--- config.mk ---
export PLATFORM = sky130hd
export DESIGN_NAME = incubator_ctrl_flat
export DESIGN_NICKNAME = d
export VERILOG_FILES = /design/src/rtl/incubator_ctrl_if.sv /design/src/rtl/incubator_ctrl.sv /design/src/flat_wrapper.sv
export SDC_FILE = /design/constraint.sdc
export NUM_CORES = 1
export LEC_CHECK = 0
export CORE_UTILIZATION = 40
export DETAILED_ROUTE_END_ITERATION = 12
export PLACE_DENSITY = 0.74
export SYNTH_ARGS = -nofsm -noshare
export SYNTH_HDL_FRONTEND = slang
export SYNTH_SLANG_ARGS = --single-unit
--- constraint.sdc ---
create_clock -name clk -period 2.3 [get_ports clk]
set_input_delay 0.46 -clock clk [delete_from_list [all_inputs] [get_ports clk]]
set_output_delay 0.46 -clock clk [all_outputs]
set_load 0.01 [all_outputs]
--- src/rtl/incubator_ctrl_if.sv ---
// incubator_ctrl_if: sensor, fan-feedback and actuator/status signals of the incubator controller
interface incubator_ctrl_if;
    logic signed [7:0] T;
    logic              T_valid;
    logic [3:0]        CRS;
    logic              Cooler;
    logic              Heater;
    logic [1:0]        state;
    logic              alarm;
    logic              stall;
    modport master (output T, T_valid, CRS, input Cooler, Heater, state, alarm, stall);
    modport slave  (input T, T_valid, CRS, output Cooler, Heater, state, alarm, stall);
endinterface

--- src/rtl/incubator_ctrl.sv ---
// incubator_ctrl: hysteretic heat/cool thermostat with dwell limit, overtemperature alarm and fan-stall detect
module incubator_ctrl #(
    parameter int T_LOW     = 15,
    parameter int T_HIGH    = 35,
    parameter int HYST      = 3,
    parameter int T_CRIT    = 50,
    parameter int CRIT_CNT  = 3,
    parameter int MIN_DWELL = 8,
    parameter int STALL_CYC = 16
) (
    input logic             clk,
    input logic             rst,
    incubator_ctrl_if.slave bus
);
    typedef enum logic [1:0] {IDLE, HEAT, COOL, ALARM} state_t;
    localparam int DW = $clog2(MIN_DWELL + 1);
    localparam int CW = $clog2(CRIT_CNT + 1);
    localparam int SW = $clog2(STALL_CYC + 1);
    localparam logic signed [7:0] TLO  = 8'(T_LOW);
    localparam logic signed [7:0] THI  = 8'(T_HIGH);
    localparam logic signed [7:0] TCR  = 8'(T_CRIT);
    localparam logic signed [8:0] LO_H = 9'(T_LOW) + 9'(HYST);
    localparam logic signed [8:0] HI_L = 9'(T_HIGH) - 9'(HYST);
    state_t            state_q, state_d;
    logic [DW-1:0]     dwell_q, dwell_d;
    logic [CW-1:0]     ovt_q, ovt_d;
    logic [SW-1:0]     stl_q, stl_d;
    logic              heater_q, cooler_q, alarm_q, stall_q;
    logic signed [7:0] t;
    logic signed [8:0] t9;
    logic              dwell_done;
    assign t          = bus.T;
    assign t9         = {t[7], t};
    assign dwell_done = dwell_q == DW'(MIN_DWELL);
    // Next state, dwell/overtemperature/stall counters; alarm entry overrides all other moves
    always_comb begin
        ovt_d   = ovt_q;
        state_d = state_q;
        if (bus.T_valid) begin
            ovt_d = (t > TCR) ? ((ovt_q == CW'(CRIT_CNT)) ? ovt_q : ovt_q + 1'b1) : '0;
            if (ovt_d == CW'(CRIT_CNT)) state_d = ALARM;
            else case (state_q)
                IDLE:  if (dwell_done) state_d = (t < TLO) ? HEAT : (t > THI) ? COOL : IDLE;
                HEAT:  if (dwell_done && t9 >= LO_H) state_d = IDLE;
                COOL:  if (dwell_done && t9 <= HI_L) state_d = IDLE;
                ALARM: if (t <= THI) state_d = COOL;
            endcase
        end
        dwell_d = (state_d != state_q) ? '0 : dwell_done ? dwell_q : dwell_q + 1'b1;
        stl_d   = (cooler_q && bus.CRS == '0) ? ((stl_q == SW'(STALL_CYC)) ? stl_q : stl_q + 1'b1) : '0;
    end
    // State, counters and actuator outputs all update on the same edge
    always_ff @(posedge clk or posedge rst) begin
        if (rst) begin
            state_q  <= IDLE;
            dwell_q  <= '0;
            ovt_q    <= '0;
            stl_q    <= '0;
            heater_q <= 1'b0;
            cooler_q <= 1'b0;
            alarm_q  <= 1'b0;
            stall_q  <= 1'b0;
        end else begin
            state_q  <= state_d;
            dwell_q  <= dwell_d;
            ovt_q    <= ovt_d;
            stl_q    <= stl_d;
            heater_q <= state_d == HEAT;
            cooler_q <= state_d == COOL || state_d == ALARM;
            alarm_q  <= state_d == ALARM;
            stall_q  <= stall_q | (stl_d == SW'(STALL_CYC));
        end
    end
    assign bus.state  = state_q;
    assign bus.Heater = heater_q;
    assign bus.Cooler = cooler_q;
    assign bus.alarm  = alarm_q;
    assign bus.stall  = stall_q;
endmodule

--- src/flat_wrapper.sv ---
// flat-port wrapper written by rule: the top's interface ports become plain ports
module incubator_ctrl_flat 
#(
    parameter int T_LOW     = 15,
    parameter int T_HIGH    = 35,
    parameter int HYST      = 3,
    parameter int T_CRIT    = 50,
    parameter int CRIT_CNT  = 3,
    parameter int MIN_DWELL = 8,
    parameter int STALL_CYC = 16
)
  (clk, rst, bus_T, bus_T_valid, bus_CRS, bus_Cooler, bus_Heater, bus_state, bus_alarm, bus_stall);
  incubator_ctrl_if bus_i ();
  input logic clk;
  input logic rst;
  input wire logic [$bits(bus_i.T)-1:0] bus_T;
  input wire logic [$bits(bus_i.T_valid)-1:0] bus_T_valid;
  input wire logic [$bits(bus_i.CRS)-1:0] bus_CRS;
  output wire logic [$bits(bus_i.Cooler)-1:0] bus_Cooler;
  output wire logic [$bits(bus_i.Heater)-1:0] bus_Heater;
  output wire logic [$bits(bus_i.state)-1:0] bus_state;
  output wire logic [$bits(bus_i.alarm)-1:0] bus_alarm;
  output wire logic [$bits(bus_i.stall)-1:0] bus_stall;
  assign bus_i.T = bus_T;
  assign bus_i.T_valid = bus_T_valid;
  assign bus_i.CRS = bus_CRS;
  assign bus_Cooler = bus_i.Cooler;
  assign bus_Heater = bus_i.Heater;
  assign bus_state = bus_i.state;
  assign bus_alarm = bus_i.alarm;
  assign bus_stall = bus_i.stall;
  incubator_ctrl #(.T_LOW(T_LOW), .T_HIGH(T_HIGH), .HYST(HYST), .T_CRIT(T_CRIT), .CRIT_CNT(CRIT_CNT), .MIN_DWELL(MIN_DWELL), .STALL_CYC(STALL_CYC)) u_core (.clk(clk), .rst(rst), .bus(bus_i));
endmodule
[Yosys cells after proc, flatten, opt, wreduce, memory -nomap -nowiden]
Cells that the tools add are included.
Widths: inputs -> output; s select.
Word-level totals
  bits in registers: 17
  input bits: 15
  output and inout bits: 6
Operators by class
  $add $sub $neg: 3
  order comparisons: 6
  equality and inequality tests: 13
  muxes and demuxes: 15
  bitwise operators: 1
  reduce and logical (&&, ||, !) cells: 6
Operators by type and width (number)
  $mux 2: 10
  $gt 8x7->1 const B: 2
  $le 8x7->1 const B: 2
  $eq 2x2->1 const B: 6
  $eq 5x5->1 const B: 2
  $mux 5: 2
  $ge 8x6->1 const B: 1
  $lt 8x5->1 const B: 1
  $mux 4: 2
  $pmux 2 s4: 1
  $add 5x1->5 const B: 1
  $add 4x1->4 const B: 1
  $eq 2x1->1 const B: 2
  $eq 4x4->1 const B: 1
  $logic_not 4->1: 1
  $logic_and 1x1->1: 3
  $add 2x1->2 const B: 1
  $logic_not 2->1: 1
  $ne 2x2->1: 1
  $ne 2x2->1 const B: 1
  $logic_or 1x1->1: 1
  $or 1x1->1: 1

[Longest topological paths before layout]
  depth after elaboration: 9
  depth in mapped cells: 7
  gate-level depth less buffers: 7

[Worst setup path before layout]
OpenSTA, ideal clock, no wires.
  path type: register to register
  from: register u_core.dwell_q[0]
  to: register u_core.heater_q (netlist: u_core.bus.Heater)
  setup time: 129 ps
  arrival time: 1693 ps
  setup slack: 478 ps
  cell stages (with the launch flop): 8
  path buffers: 0
  period minus slack after synthesis: 1822 ps
  cells stage by stage: dfrtp_1 > inv_1 > ha_1 > nand3b_4 > a2111oi_0 > o21ai_1 > a22oi_2 > nor2_1
Between the ends
  longest elaborated chain between the ends: 7
  elaborated cells between the ends (all ways): 10
RTL lines
  start, declared: line incubator_ctrl.sv:25  | logic [DW-1:0] dwell_q, dwell_d;
  start signal, assigned: line incubator_ctrl.sv:65  | dwell_q <= dwell_d;
  $eq 4x4->1 (*): line incubator_ctrl.sv:34  | assign dwell_done = dwell_q == DW'(MIN_DWELL);
  $logic_and 1x1->1 (on tied branches): line incubator_ctrl.sv:45, incubator_ctrl.sv:44
  $mux 2 (on tied branches): line incubator_ctrl.sv:45, incubator_ctrl.sv:44
  $pmux 2 s4 (*): line incubator_ctrl.sv:42  | else case (state_q)
  $mux 2 (*): line incubator_ctrl.sv:41  | if (ovt_d == CW'(CRIT_CNT)) state_d = ALARM;
  $mux 2 (*): line incubator_ctrl.sv:39  | if (bus.T_valid) begin
  $eq 2x1->1 (*): line incubator_ctrl.sv:68  | heater_q <= state_d == HEAT;
  end signal, assigned: line incubator_ctrl.sv:59  | heater_q <= 1'b0;
  end signal, assigned: line incubator_ctrl.sv:68
  end, declared: line incubator_ctrl.sv:28  | logic heater_q, cooler_q, alarm_q, stall_q;
Mark *: on every way between the ends. The rest lies on a longest branch, timed or not.
A chain may end at the register's enable or synchronous reset.

[Worst setup path in the final report]
  from: input port bus_T[3]
  to: register u_core.alarm_q (netlist: u_core.bus.alarm)
Between the ends
  longest elaborated chain between the ends: 8
  elaborated cells between the ends (all ways): 20
RTL lines
  start, declared: line flat_wrapper.sv:16  | input wire logic [$bits(bus_i.T)-1:0] bus_T;
  $gt 8x7->1: line incubator_ctrl.sv:43  | IDLE: if (dwell_done) state_d = (t < TLO) ? HEAT : (t > THI) ? COOL : IDLE;
  $mux 2 (3 in series): line incubator_ctrl.sv:43
  $pmux 2 s4: line incubator_ctrl.sv:42
  $mux 2 (*): line incubator_ctrl.sv:41
  $mux 2 (*): line incubator_ctrl.sv:39
  via u_core.state_d[1]: line incubator_ctrl.sv:24  | state_t state_q, state_d;
  $eq 2x2->1 (*): line incubator_ctrl.sv:70  | alarm_q <= state_d == ALARM;
  end signal, assigned: line incubator_ctrl.sv:61  | alarm_q <= 1'b0;
  end signal, assigned: line incubator_ctrl.sv:70
  end, declared: line incubator_ctrl.sv:28
The timed path passes the listed nets; every way through them passes the cells marked *.

==> results.md <==
- Clock Latency Late Sink: about 300 ps
- Unique cell type count in the Yosys netlist: ~40
- First drt pass iteration count: 7
- Worst-path fanout max: 5
- DRT antenna net count: 0
- Post-Syn Nets: around 120
- Starting Density: 0.441
- Num ports: 21
- Worst-Margin Slew: ~620 ps
- CTS tree: built
- CTS Sinks: 17
- Avg Cell Area, Syn: between 9 and 10 sq um
- Fin. Hold Viols: 0
- Die W: roughly 52 um
- Sequential-to-total area share from yosys stat: 0.420
- WL per Instance: between 10 and 15 um
- Placed Area: approximately 1300 sq um
- Largest net degree at the start of global routing: 18
- WL final: 2160 um
- Post-route non-filler standard cell count: between 150 and 200
- TritonCTS Buffers: 3
- Placement Setup Slack: -42.3 ps
- DP HPWL: 1690 um
- Number of vias per cell: around 5.5
- Hold-fix buffers, CTS: 0
- Achievable frequency: just under 0.5 GHz
- Critical path launch point type: primary input
- Postcts setup bufs: 0
- Setup Skew: about 11 ps
- Power density over the cells: 757 nW/um^2
- Count of pins over their slew limit: 0
- Number of diodes: 0
- Ys flop type: dfrtp_1
- Cell taking the most area after synthesis: dfrtp_1
- WS Path Type: primary input to register
- Commonest non-fill, non-tap cell in the layout: clkdlybuf4s50_1
- Worst VDD drop: between 0.5 and 0.6 mV
- Filler cells: 211
- Site Rows: 17
- Die ar.: 2740 sq um
- H-tree levels: 1
- WP data required: roughly 2500 ps
- DRT iter0 DRCs: 29
- Cells after DPL: around 160
- Synth-to-layout area growth: 30.0%
- PortBufs: 20
- R2R depth: 8
- Root Buffer: clkbuf_4
- Worst hold slack: around 490 ps
- Yosys reg bits: 17
- GP Congestion: approximately 0.83
- Commonest cells after routing, fill and taps aside: clkdlybuf4s50_1, dfrtp_1, inv_1, nor2_1, a21oi_1
- Leak Pwr: just over 0.6 nW
- Final Cycle Share: 0.879
- Detailed-route DRC error count: 0
- Post-layout min period: between 2000 and 2500 ps
- # resized after CTS: 0
- Register area: roughly 430 sq um
- Routed via count: 886
- Worst-path clk slew: approximately 100 ps
- Share of the synthesized area in the top cell type: 0.420
- Relative slew margins: 0.584
- Worst endpoint data arrival time: 2200 ps
- Setup-failing EPs final: 0
- CP endpoint kind: register
- Syn Inst Count: between 100 and 150
- Multi-input combinational cell area: about 550 sq um
- Fin area: between 1000 and 1500 sq um
- Status: completed
- Layout cells sized above 1: 0.144
- Hold Path Class: register to register
- GRT Residual Overflow: 0
- Worst Slack Setup Final: around 280 ps
- Warnings, synthesis: 0
- EDFF count, synth: 0
- DIE HEIGHT: 52.3 um
- Async set-reset flop share out of synthesis: 1.00
- GRT Total Usage: 0.183
- Core area: about 2300 sq um
- Initial antenna violation count: 0
- Final setup TNS: 0 ps
- RSZ-0062 raised after global routing: false
- Internal reg-to-reg setup slack: slightly below 300 ps
- Max cap viols: 0
- Vias in the first global route: about 850
- Mapped Area: approximately 1000 sq um
- Final net count: roughly 150
- Top area cells in the synthesized netlist: dfrtp_1, ha_1, a21oi_1
- First-pass GRT wire length: 3660 um
- WHS Path Cells: 2
- Clk buf depth: 2
-- sequential cells by signal (all words and copies together) (netlist names) --
name,count
u_core.bus.Cooler,1
u_core.bus.Heater,1
u_core.bus.alarm,1
u_core.bus.stall,1
u_core.bus.state,2
u_core.dwell_q,4
u_core.ovt_q,2
u_core.stl_q,5
-- cell usage after synthesis (all sizes together), types with 3 or more instances --
library cell / number
ha: 4
inv: 9
nand3: 3
a21oi: 7
nor3: 6
o21a: 3
nand2: 4
o21ai: 3
dfrtp: 17
o41ai: 3
xor2: 4
nor2: 7
nor2b: 3
-- report_power, final --
part	total [W]	internal (W)	switching, W
registers	0.000448	0.000373	0.0000758
logic	0.000387	0.000214	0.000173
clock network	0.000161	0.0000648	0.0000960
total	0.000996	0.000651	0.000345
-- through the flow --
step | power [W] | util
floorplan | 0.000687 | -
global placement | 0.000825 | 0.561
detailed placement | 0.000842 | 0.561
CTS | 0.00101 | 0.573
global route | 0.00107 | 0.573
finish | 0.000996 | 0.573
-- worst max-delay path: stages --
cell             delay (ps)
clkdlybuf4s50_1         480
or4_4                   540
and4b_1                 200
o21a_1                  180
o21a_1                  200
nor2b_4                 130
-- area by class of cell --
cell class,count,share of cell area
multi-input cells,76,0.417
flip-flops and latches,17,0.323
repair buffers,26,0.186
well taps,28,0.0266
inverters,9,0.0257
clock buffers,3,0.0171
clock inverters,1,0.00380
-- metal layers --
| layer | routed length (um) | part of all wire | global-route usage |
|---|---|---|---|
| met1 | 928 | 0.43 | 0.212 |
| met2 | 1110 | 0.51 | 0.314 |
| met3 | 114 | 0.053 | 0.0725 |
| met4 | 9 | 0.0042 | 0.0395 |
| met5 | 0 | 0 | 0 |
-- logic make-up after synthesis --
family / after synthesis / share of synthesized area
AOI/OAI and AO/OA: 29 / 0.206
xor gates and xnor gates: 6 / 0.0519
DFF: 17 / 0.420
muxes: 2 / 0.0210
adders and majority gates: 4 / 0.0494
buffers and inverters: 10 / 0.0371
and+or+nand+nor: 35 / 0.214
-- final timing paths --
path / startpoint / end
worst max-delay path: bus_T[3] / u_core.bus.alarm
worst min-delay path: u_core.bus.stall / u_core.bus.stall
worst max register to register: u_core.dwell_q[0] / u_core.bus.Heater
worst min register to register: u_core.bus.stall / u_core.bus.stall
max in group asynchronous: rst / u_core.bus.Cooler
min in group asynchronous: rst / u_core.bus.stall
Note: power is estimated with default switching activity, not from simulation.
==> edit 1: new RTL, config.mk and constraints unchanged <==
`STALL_CYC` is set to 16 in 2 places; all go to 32.
--- a/src/rtl/incubator_ctrl.sv
+++ b/src/rtl/incubator_ctrl.sv
@@ -6,7 +6,7 @@
     parameter int T_CRIT    = 50,
     parameter int CRIT_CNT  = 3,
     parameter int MIN_DWELL = 8,
-    parameter int STALL_CYC = 16
+    parameter int STALL_CYC = 32
 ) (
     input logic             clk,
     input logic             rst,
--- a/src/flat_wrapper.sv
+++ b/src/flat_wrapper.sv
@@ -7,7 +7,7 @@
     parameter int T_CRIT    = 50,
     parameter int CRIT_CNT  = 3,
     parameter int MIN_DWELL = 8,
-    parameter int STALL_CYC = 16
+    parameter int STALL_CYC = 32
 )
   (clk, rst, bus_T, bus_T_valid, bus_CRS, bus_Cooler, bus_Heater, bus_state, bus_alarm, bus_stall);
   incubator_ctrl_if bus_i ();
Function: same outputs for any inputs over 10 cycles, from zero or initial values and one cycle with rst high; that may be too few to reach the edited logic, so the function may still have changed.
==> edit 1 against the unedited design <==
- wire length increased by 7.4%
- synthesized area increased by 4.4%
- via count increased by 7.6%
- design area increased by 6.4%
- worst setup slack got worse by 11 ps
- core utilization decreased by 0.78 points
- power increased by 7.1%
- sequential power increased by 9.2%
- global-route usage increased by 0.15 points
- sequential cell count increased by 1
- cell count increased by 9.4%
- highest routed layer is now met3
==> edit 1: results (changes against the unedited design) <==
metric,value,unit,change
Yosys cell types,36,,was 41
peak supply drop,0.521,mV,was 0.530 mV
worst r2r dst,u_core.bus.alarm,,was u_core.bus.Heater
Lkg Pwr,0.000611,uW,was 0.000605 uW
DP HPWL,1.84,mm,was 1.69 mm
outcome,completed,,unchanged
"worst slack, placed",-26.2,ps,was -42.3 ps
# resized after CTS,0,,unchanged
vias in the first global route,865,,was 848
ant diodes,0,,unchanged
post-synthesis compound-gate area fraction,18.5,%,was 20.6%
Max Freq,492,MHz,was 495 MHz
met1 Use GR,24.7,%,was 21.2%
largest net degree at the start of global routing,19,,was 18
R2R setup slack,270,ps,was 290 ps
synth cell count leaders,"dfrtp_1 (18), nor2_1 (12), nand2_1 (10)",,"was dfrtp_1 (17), inv_1 (9), a21oi_1 (7), nor2_1 (7), nor3_1 (6)"
number of flops mapped to enable cells by yosys,0,,unchanged
M2 GR Usage,30.4,%,was 31.4%
post-synthesis mux area share,0,%,was 2.10%
XOR/XNOR share of the synthesized area,7.46,%,was 5.19%
Ys Warns,0,,unchanged
worst slew pin tran,669,ps,was 624 ps
biggest regs,"u_core.stl_q x6, u_core.dwell_q x4",,"was u_core.stl_q x5, u_core.dwell_q x4"
Adder-Cell Fraction of Synth Area,4.73,%,was 4.94%
syn nets,130,,was 122
layout cells sized above 1,13.8,%,was 14.4%
WL final,2.32,mm,was 2.16 mm
router iterations before antenna repair,4,,was 7
Final nets,166,,was 152
via count,953,,was 886
Synth area leaders,"dfrtp_1 (43%), ha_1 (4.7%), nor2_1 (4.3%), xnor2_1 (4.1%), nor3_1 (3.8%)",,"was dfrtp_1 (42%), ha_1 (4.9%), a21oi_1 (3.5%), xor2_1 (3.5%), inv_1 (3.3%)"
worst skew pair latency,280,ps,was 300 ps
CP arrival,2180,ps,was 2200 ps
met3 Usage GRT,2.59,%,was 7.25%
routability congestion estimate,0.835,,was 0.831
r2r startpoint,u_core.dwell_q[0],,unchanged
first-pass GRT wire length,3.79,mm,was 3.66 mm
register area share after synthesis,42.6,%,was 42.0%
Final Skew,1.51,ps,was 10.8 ps
cell depth of the worst flop-to-flop path,7,,was 8
[edit 1: changes by cell type in the layout (fill, tap and decap cells not counted), moves of 3 or more]
cell | unedited run | this run
o41ai_1 | 3 | 0
xnor2_1 | 2 | 5
buf_4 | 6 | 11
nand2_1 | 4 | 10
nor2_1 | 7 | 12
[edit 1: final cells by class]
type                       count  area, um2
fill                         233       1080
multi-input combinational     84        573
sequential                    18        450
timing repair buffer          31        283
tap                           30       37.5
inverter                       9       33.8
clock buffer                   3       22.5
[edit 1: how the worst min path moves through the flow]
stage,from,endpoint,slack [ps],depth (start not counted)
finish,u_core.bus.stall,u_core.bus.stall,500,1
global route,u_core.bus.stall,u_core.bus.stall,530,1
CTS,u_core.bus.stall,u_core.bus.stall,510,1
detailed placement,u_core.bus.stall,u_core.bus.stall,490,1
global placement,u_core.bus.stall,u_core.bus.stall,470,1
floorplan,rst,u_core.bus.Cooler,400,1
[edit 1: worst max-delay path, stage by stage]
cell             delay (ps)
clkdlybuf4s50_1         560
o31ai_1                 100
a2111o_1                420
and3_1                  210
o32ai_2                 330
a21oi_1                 100
[edit 1: cells by family after synthesis]
kind of cell / count (synthesis)
flops: 18
fa+ha+maj: 4
xor+xnor: 9
compound gates: 24
buf+inv: 9
simple gates: 47
[edit 1: per-layer routing]
metal  vias up  share of wire, %
met5         -                 0
met2        20                52
met3         0               3.4
li1        471                 -
met1       462                45
met4         0                 0
[edit 1: report_power, final]
group / switching (uW) / total (uW) / internal [uW]
clock network: 87.5 / 148 / 60.6
registers: 89.7 / 489 / 400
logic: 199 / 430 / 230
total: 377 / 1070 / 691
[edit 1: through the flow]
stage          instances  total power (uW)  instance area [um2]
2_1_floorplan        111               731                 1060
3_3_place_gp         172               907                 1380
3_5_place_dp         172               928                 1380
4_1_cts              175              1080                 1400
5_1_grt              175              1150                 1400
6_report             175              1070                 1400
==> edit 2: new RTL, config.mk and constraints unchanged <==
Without the edit above. Make the reset (`rst`) synchronous in one clocked block.
--- a/src/rtl/incubator_ctrl.sv
+++ b/src/rtl/incubator_ctrl.sv
@@ -50,7 +50,7 @@
         stl_d   = (cooler_q && bus.CRS == '0) ? ((stl_q == SW'(STALL_CYC)) ? stl_q : stl_q + 1'b1) : '0;
     end
     // State, counters and actuator outputs all update on the same edge
-    always_ff @(posedge clk or posedge rst) begin
+    always_ff @(posedge clk) begin
         if (rst) begin
             state_q  <= IDLE;
             dwell_q  <= '0;
Check against the original RTL: differs if rst is asserted again (counterexample within 4 cycles, from zero or initial values and one cycle with rst high); with rst held inactive, the same outputs for 10 cycles.
==> edit 2 against the unedited design <==
- clock skew fell by 10 ps
- worst hold slack got worse by 11 ps
- core utilization fell by 2.6 points
- highest routed layer is now met3
- critical endpoint is now u_core.dwell_q[0]
- synthesized area fell by 6.1%
- design area fell by 7.2%
- wire length fell by 9.5%
- worst setup slack improved by 82 ps
- critical path type unchanged
- sequential cell count did not move
Power is not compared: it rests on default switching activity, and its combinational part moved more than twofold at a synthesized area within 25%.
==> edit 2: results (changes against the unedited design) <==
metric,value,unit,change
outcome,completed,,unchanged
layout cells sized above 1,10.2,%,was 14.4%
Synth area leaders,"dfxtp_1 (36%), ha_1 (5.3%), nor4_1 (5.3%), a21oi_1 (4.7%), nor2_1 (4.3%)",,"was dfrtp_1 (42%), ha_1 (4.9%), a21oi_1 (3.5%), xor2_1 (3.5%), inv_1 (3.3%)"
XOR/XNOR share of the synthesized area,5.53,%,was 5.19%
register area share after synthesis,35.8,%,was 42.0%
CP max stage cell,or4_1,,was or4_4
"Clk pin slew, worst setup/hold paths",100,ps,about the same
cell depth of the worst flop-to-flop path,7,,was 8
largest net degree at the start of global routing,11,,was 18
post-synthesis compound-gate area fraction,20.9,%,was 20.6%
worst-path fanout max,6,,was 5
Final Skew,0.330,ps,was 10.8 ps
router iterations before antenna repair,4,,was 7
syn nets,131,,was 122
post-synthesis mux area share,1.05,%,was 2.10%
"worst slack, placed",48.9,ps,was -42.3 ps
Yosys cell types,38,,was 41
synth cell count leaders,"dfxtp_1 (17), nor2_1 (11), a21oi_1 (9)",,"was dfrtp_1 (17), inv_1 (9), a21oi_1 (7), nor2_1 (7), nor3_1 (6)"
crit-path max cell delay,570,ps,was 540 ps
fill cell count,208,,was 211
Total GRT Usage,17.9,%,was 18.3%
vias in the first global route,879,,was 848
DP HPWL,1.57,mm,was 1.69 mm
Adder-Cell Fraction of Synth Area,5.26,%,was 4.94%
worst skew pair latency,290,ps,
Root Buffer,clkbuf_4,,unchanged
DRT iter0 DRCs,18,,was 29
Ys Warns,0,,unchanged
CP arrival,2120,ps,was 2200 ps
first-pass GRT wire length,3.57,mm,was 3.66 mm
Finished Layout Cells,165,,was 160
"Top FF cell, synth",dfxtp_1,,was dfrtp_1
PortBufs,20,,unchanged
worst rel slew slack,63.8,%,was 58.4%
Async SR Flop Fraction,0,%,was 100%
WL per Instance,11.8,um,was 13.5 um
placed cell area,0.00119,mm2,was 0.00129 mm2
Mapped Cells,112,,was 103
Final nets,157,,was 152
routability congestion estimate,0.830,,was 0.831
DR vias/cell,5.24,,was 5.54
## edit 2: kinds of logic after synthesis
logic type / count (synthesis)
fa+ha+maj: 4
buf+inv: 10
compound gates: 30
xor+xnor: 6
mux: 1
flops: 17
simple gates: 44
## edit 2: path summary, 6_finish.rpt
path                           from                 to  slack (ps)
setup / recovery           bus_T[6]  u_core.dwell_q[0]         360
hold / removal     u_core.bus.stall   u_core.bus.stall         480
setup reg to reg  u_core.dwell_q[0]  u_core.dwell_q[0]         550
hold reg to reg    u_core.bus.stall   u_core.bus.stall         480
## edit 2: area by class of cell
type	count	area, um2	share of cell area [%]
multi-input combinational	85	566	46.3
sequential	17	340	27.9
timing repair buffer	23	223	18.2
tap	28	35.0	2.87
inverter	8	30.0	2.46
clock buffer	3	22.5	1.84
clock inverter	1	5.00	0.410
## edit 2: worst register-to-register path: stages, from the launching register on
cell and delay (ps):
dfxtp_1 360, inv_1 70, ha_1 190, nand3b_4 130, a2111oi_0 500, o21ai_0 200, o21ai_2 130, nor4_1 70
## edit 2: layer usage
| layer | vias to the layer above | global-route usage, % | part of all wire [%] |
|---|---|---|---|
| li1 | 459 | - | - |
| met5 | - | 0 | 0 |
| met4 | 0 | 2.78 | 0 |
| met3 | 0 | 3.64 | 1.5 |
| met1 | 399 | 22.9 | 49 |
| met2 | 6 | 31.1 | 50 |
## edit 2: power groups by stage
stage | Clock [uW] | Combinational [uW] | Sequential, uW
after floorplan | 0 | 39.9 | 313
after global placement | 0 | 79.4 | 314
final | 164 | 81.1 | 308
after global routing | 177 | 90.9 | 309
after detailed placement | 0 | 81.1 | 314
after CTS | 168 | 81.6 | 308
